### config.mk
export PLATFORM = sky130hd
export DESIGN_NAME = commit_unit
export DESIGN_NICKNAME = d
export VERILOG_FILES = /design/src/rtl/commit_pkg.sv /design/src/rtl/commit_perf_cnt.sv /design/src/rtl/commit_unit.sv
export SDC_FILE = /design/constraint.sdc
export NUM_CORES = 1
export LEC_CHECK = 0
export ABC_AREA = 0
export CORE_ASPECT_RATIO = 1.25
export CORE_MARGIN = 3
export CORE_UTILIZATION = 45
export CTS_CLUSTER_SIZE = 28
export DETAILED_ROUTE_END_ITERATION = 16
export PLACE_DENSITY = 0.79
export SETUP_SLACK_MARGIN = 0.5
export SLEW_MARGIN = 20
export SYNTH_ARGS = -nofsm -noshare
export SYNTH_HDL_FRONTEND = slang
export SYNTH_SLANG_ARGS = --single-unit
export TNS_END_PERCENT = 20
### constraint.sdc
create_clock -name clk -period 2.4 [get_ports clk]
set_clock_uncertainty 0.15 [all_clocks]
set_input_delay 0.48 -clock clk [delete_from_list [all_inputs] [get_ports clk]]
set_output_delay 0.48 -clock clk [all_outputs]
set_load 0.02 [all_outputs]
### src/rtl/commit_pkg.sv
// rtl/commit_pkg.sv - shared tag encodings and FSM states for the commit stage
package commit_pkg;

  localparam logic [1:0] TAG_REG = 2'b00;
  localparam logic [1:0] TAG_BR  = 2'b01;
  localparam logic [1:0] TAG_JAL = 2'b10;
  localparam logic [1:0] TAG_ST  = 2'b11;

  typedef enum logic [1:0] {
    ST_IDLE       = 2'b00,
    ST_STORE_WAIT = 2'b01,
    ST_FLUSH      = 2'b10
  } state_e;

endpackage

### src/rtl/commit_perf_cnt.sv
// rtl/commit_perf_cnt.sv - free-running wrap-around performance counter with enable
module commit_perf_cnt #(
  parameter int W = 32
) (
  input  logic         clk,
  input  logic         rst,
  input  logic         en_i,
  output logic [W-1:0] cnt_o
);

  logic [W-1:0] cnt_q;

  always_ff @(posedge clk or negedge rst) begin
    if (!rst) begin
      cnt_q <= '0;
    end else if (en_i) begin
      cnt_q <= cnt_q + W'(1);
    end
  end

  assign cnt_o = cnt_q;

endmodule

### src/rtl/commit_unit.sv
// rtl/commit_unit.sv - in-order retirement: pops the ROB head, then writes back,
// releases stores or flushes and redirects fetch on a mispredict
module commit_unit
  import commit_pkg::*;
#(
  parameter int XLEN  = 32,
  parameter int ID_W  = 5,
  parameter int REG_W = 5,
  parameter int CNT_W = 32
) (
  input  logic             clk,
  input  logic             rst,
  input  logic             rdy,
  input  logic             commit_en_i,
  input  logic [ID_W-1:0]  commit_id_i,
  input  logic [REG_W-1:0] commit_regaddr_i,
  input  logic [XLEN-1:0]  commit_data_i,
  input  logic [XLEN-1:0]  commit_pc_i,
  input  logic [1:0]       commit_branch_tag_i,
  input  logic             commit_cond_i,
  output logic             commit_rdy_o,
  output logic             wb_en_o,
  output logic [REG_W-1:0] wb_addr_o,
  output logic [XLEN-1:0]  wb_data_o,
  output logic [ID_W-1:0]  wb_id_o,
  output logic             store_en_o,
  output logic [ID_W-1:0]  store_id_o,
  input  logic             store_done_i,
  output logic             rst_c_o,
  output logic             redirect_en_o,
  output logic [XLEN-1:0]  redirect_pc_o,
  output logic [CNT_W-1:0] instret_o,
  output logic [CNT_W-1:0] mispred_cnt_o
);

  state_e           state_q;
  logic             wb_en_q, store_en_q, flush_q;
  logic [REG_W-1:0] wb_addr_q;
  logic [XLEN-1:0]  wb_data_q, redirect_pc_q;
  logic [ID_W-1:0]  wb_id_q, store_id_q;

  logic accept, is_write, is_ctrl, mispred;

  assign accept   = rdy & commit_en_i & (state_q == ST_IDLE);
  assign is_write = (commit_branch_tag_i == TAG_REG) | (commit_branch_tag_i == TAG_JAL);
  assign is_ctrl  = (commit_branch_tag_i == TAG_BR) | (commit_branch_tag_i == TAG_JAL);
  assign mispred  = accept & is_ctrl & commit_cond_i;

  always_ff @(posedge clk or negedge rst) begin
    if (!rst) begin
      state_q       <= ST_IDLE;
      wb_en_q       <= 1'b0;
      wb_addr_q     <= '0;
      wb_data_q     <= '0;
      wb_id_q       <= '0;
      store_en_q    <= 1'b0;
      store_id_q    <= '0;
      flush_q       <= 1'b0;
      redirect_pc_q <= '0;
    end else begin
      wb_en_q    <= 1'b0;
      store_en_q <= 1'b0;
      flush_q    <= 1'b0;
      case (state_q)
        ST_IDLE: begin
          if (accept) begin
            if (is_write) begin
              wb_en_q   <= (commit_regaddr_i != '0);
              wb_addr_q <= commit_regaddr_i;
              wb_data_q <= commit_data_i;
              wb_id_q   <= commit_id_i;
            end
            if (mispred) begin
              flush_q       <= 1'b1;
              redirect_pc_q <= commit_pc_i;
              state_q       <= ST_FLUSH;
            end
            if (commit_branch_tag_i == TAG_ST) begin
              store_en_q <= 1'b1;
              store_id_q <= commit_id_i;
              state_q    <= ST_STORE_WAIT;
            end
          end
        end
        // Memory completion is not subject to the global stall.
        ST_STORE_WAIT: if (store_done_i) state_q <= ST_IDLE;
        ST_FLUSH:      if (rdy) state_q <= ST_IDLE;
        default:       state_q <= ST_IDLE;
      endcase
    end
  end

  assign commit_rdy_o  = accept;
  assign wb_en_o       = wb_en_q;
  assign wb_addr_o     = wb_addr_q;
  assign wb_data_o     = wb_data_q;
  assign wb_id_o       = wb_id_q;
  assign store_en_o    = store_en_q;
  assign store_id_o    = store_id_q;
  assign rst_c_o       = flush_q;
  assign redirect_en_o = flush_q;
  assign redirect_pc_o = redirect_pc_q;

  commit_perf_cnt #(.W(CNT_W)) u_instret (
    .clk   (clk),
    .rst   (rst),
    .en_i  (accept),
    .cnt_o (instret_o)
  );

  commit_perf_cnt #(.W(CNT_W)) u_mispred (
    .clk   (clk),
    .rst   (rst),
    .en_i  (mispred),
    .cnt_o (mispred_cnt_o)
  );

endmodule

==> results by stage <==
Pwr:
- The peak ir drop on the vdd network is 0.454 mV.
- The power density over the cells is 837 nW/um2.
- The total power is 0.00825 W.
- The analysis attributes to cell leakage a power of 5.02 nW.

Floorplanning:
- Measured along the y axis, the die boundary spans 138 um.
- The horizontal die dimension is 111 um.
- For this configuration, the core starts out at a cell density of 0.465.
- The area inside the core boundary is 13400 um2.
- In this run the count of I/O pins placed on the die edge is 230.
- Row generation in the floorplan step produced 47 rows.
- The die covers 15300 um2.

Route:
- The routed design uses 9.45 mm of met2 wire.
- The via density per instance is 5.17.
- The met1 wire length is 6.79 mm.
- The first detailed-routing pass ran for 6 iterations.
- After detailed routing, the total wire length is 17.8 mm.
- The routed layout has 5012 vias.
- The DRC violation count after routing is 0.
- In the final routed layout, each cell accounts on average for 18.3 um.
- The remaining number of nets flagged by the antenna check after routing is 0.
- The first routing iteration left 234 violations.
- The highest metal layer used by the detailed router is met5.
- Detailed routing placed a total of 1.08 mm of wire on met3.

Worst setup path:
- Counting both buffers and inverters, the worst setup path holds a total of 1.
- The type of destination of the critical path is an output pin.
- Walking the worst path, the cells encountered are clkdlybuf4s50_1.
- The critical path data required time is 1.77 ns.
- The maximum fanout count along the critical path is 4.
- The setup check on the worst reg-to-reg path leaves a slack of 0.36 ns.
- Among cell families on the critical path, the largest total delay comes from buffers and inverters.
- The start-to-end type of the worst setup path is flop to output pin.
- The slowest stage cell on the critical path is sky130_fd_sc_hd__clkdlybuf4s50_1.
- STA classifies the critical path startpoint as a flop.
- Data on the critical path arrives at its endpoint at 1.46 ns.
- On the worst path, the slowest cell contributes a delay of 0.65 ns.

Synth:
- The number of flops mapped to enable cells by yosys is 0.
- The number of distinct library cells after synthesis is 38.
- The net count of the mapped netlist is 610.
- The number of flip-flops and latches in the synthesized netlist is 148.
- The share of the yosys chip area belonging to registers is 0.594.
- By area the synthesized netlist is led by sky130_fd_sc_hd__dfrtp_1 59%, sky130_fd_sc_hd__nand2_1 7.6%, sky130_fd_sc_hd__mux2_2 6.5%, sky130_fd_sc_hd__xnor2_1 5.8%, sky130_fd_sc_hd__xor2_1 2.9%.
- The cell type with the highest aggregate area in the netlist is sky130_fd_sc_hd__dfrtp_1.
- The mean post-synth cell area is 11.9 um2.
- The Yosys step of the flow raised 0 warnings.
- The commonest cells after synthesis are 148 x sky130_fd_sc_hd__dfrtp_1, 127 x sky130_fd_sc_hd__nand2_1, 41 x sky130_fd_sc_hd__xnor2_1, 36 x sky130_fd_sc_hd__mux2_2.
- The netlist area before placement is 6240 um2.
- The most used flip-flop cell after synthesis is sky130_fd_sc_hd__dfrtp_1.
- The cell count after synthesis is 523.
- Of the post-synthesis cell area, the dominant cell type holds 0.594.
- The share of flip-flops with an asynchronous set or reset is 1.00.
- The most common cell in the synthesized netlist is sky130_fd_sc_hd__dfrtp_1.

Status:
- The flow ran to the end, and the final reports show no timing, DRC or antenna violations.

STA:
- The routed design could run at a clock period as short as 2.09 ns.
- Dividing the final minimum period by the clock period gives 0.873.
- The relative max-transition margin is 0.616.
- After layout, the worst setup slack is 0.305 ns.
- The setup-violating endpoint count in the final report is 0.
- The worst-margin pin slew is 0.576 ns.
- Setup repair after global routing could not meet its margin everywhere.
- After routing, the total negative slack on setup checks comes to 0 ns.
- The number of pins with negative max-slew slack in the final report was 0.
- The final-report hold violation count was 0.
- The highest clock rate is 0.477 GHz.

CTS:
- The clock transition time at the flip-flop clock pins of the worst setup and hold paths is 0.06 ns.
- The total number of clock tree sinks is 148.
- For the worst-skew pair, the clock arrives at the later sink with an insertion delay of 0.41 ns.
- The tree is rooted in a sky130_fd_sc_hd__clkbuf_16.
- In this run, CTS created clock tree buffers numbering 17.
- The clock tree synthesis step divided the H-tree into 4 levels.
- TritonCTS built the clock tree.
- Counting along the longest clock path gives a buffer depth of 2.

Global routing:
- The number of global-route vias before repair was 5265.
- The total routing usage reported by global routing is 0.235.
- Entering global routing, the biggest net connects 58 pins.
- The number of antenna violations at the first check in global routing came to 1.
- The first global-routing pass estimated 28.1 mm of wire.
- After global routing the overflow that remains totals 0.

Cells and area:
- The final layout net count is 873.
- Of the cells placed in the final design, the portion with a size suffix greater than 1 is 0.176.
- The non-filler instance count after layout is 970.
- The number of antenna diodes in the final layout is 0.
- The area growth from synthesis to layout is 58.0%.

Job:
- Max-cap violations in this run came to 0.

Placed design:
- The detailed placement HPWL is 12.4 mm.
- Timing analysis after detailed placement gives a worst setup slack of -0.543 ns.
- The number of I/O port buffers is 229.
- Routability-driven placement finished with a final weighted congestion of 0.823.
- The total placed cells including tap cells is 926.

Min path:
- The kind of path behind the tightest hold check is flop to flop.
==> power breakdown <==
part	switching [W]	internal, W
logic	0.00109	0.00111
clock network	0.00105	0.00175
registers	0.000320	0.00292
total	0.00246	0.00578
==> flip-flops by register name (all words and copies together), names as in the netlist <==
register         flops
redirect_pc_o       32
u_mispred.cnt_o     32
wb_addr_o            5
store_id_o           5
wb_id_o              5
redirect_en_o        1
wb_en_o              1
store_en_o           1
wb_data_o           32
state_q              2
u_instret.cnt_o     32
==> placed cells by master (no fill, tap or decap), types with 9 or more instances in the layout <==
cell                                n
sky130_fd_sc_hd__buf_4             20
sky130_fd_sc_hd__clkbuf_16         17
sky130_fd_sc_hd__clkdlybuf4s50_1  174
sky130_fd_sc_hd__dfrtp_1          146
sky130_fd_sc_hd__dlymetal6s2s_1    39
sky130_fd_sc_hd__mux2_1            12
sky130_fd_sc_hd__mux2_2            36
sky130_fd_sc_hd__nand2_1          126
sky130_fd_sc_hd__nand3_1           19
sky130_fd_sc_hd__nand4_1           21
sky130_fd_sc_hd__nor2_1            10
sky130_fd_sc_hd__nor4_4             9
sky130_fd_sc_hd__xnor2_1           41
sky130_fd_sc_hd__xor2_1            21
==> metal layers <==
layer | vias to the layer above | track usage
li1 | 2305 | -
met1 | 2484 | 0.274
met2 | 189 | 0.412
met5 | - | 0
met4 | 2 | 0.0832
met3 | 32 | 0.0729
==> what timing repair did <==
| item | in CTS | in global routing |
|---|---|---|
| setup endpoints to repair | 280 | 195 |
| hold buffers | 1 | 0 |
| gates cloned | 3 | 0 |
| pin swaps | 10 | 0 |
| resized for setup | 44 | 39 |
| hold endpoints to repair | 54 | 0 |
| buffers inserted | 8 | 0 |
==> logic make-up after synthesis <==
logic type | after synthesis | share of synthesized area
simple gates | 233 | 0.201
xor+xnor | 62 | 0.0871
compound gates | 2 | 0.00201
flops | 148 | 0.594
mux | 48 | 0.0867
buf+inv | 25 | 0.0197
fa+ha+maj | 5 | 0.0100
==> final cells by class <==
cell class              count  area, um2
flip-flops and latches    148       3710
fillers                   911       3550
repair buffers            257       2670
multi-input cells         353       2610
clock buffers              18        429
well taps                 171        214
clock inverters            14        200
inverters                   9       33.8
==> metrics by stage <==
stage,cell area [um2],utilization,hold WS [ns]
2_1_floorplan,6340,-,0.0344
5_1_grt,9860,0.735,0.343
6_report,9860,0.735,0.319
3_5_place_dp,8950,0.668,0.298
3_3_place_gp,8950,0.668,0.294
4_1_cts,9760,0.728,0.308
==> final timing paths <==
check,endpoint,start,depth (start not counted)
worst max-delay path,instret_o[13],u_instret.cnt_o[13],1
worst min-delay path,u_instret.cnt_o[31],u_instret.cnt_o[31],1
worst max register to register,u_mispred.cnt_o[15],state_q[1],6
worst min register to register,u_instret.cnt_o[31],u_instret.cnt_o[31],1
max in group asynchronous,wb_id_o[1],rst,3
min in group asynchronous,wb_data_o[28],rst,2
No activity file was read; power rests on OpenSTA's default activity.
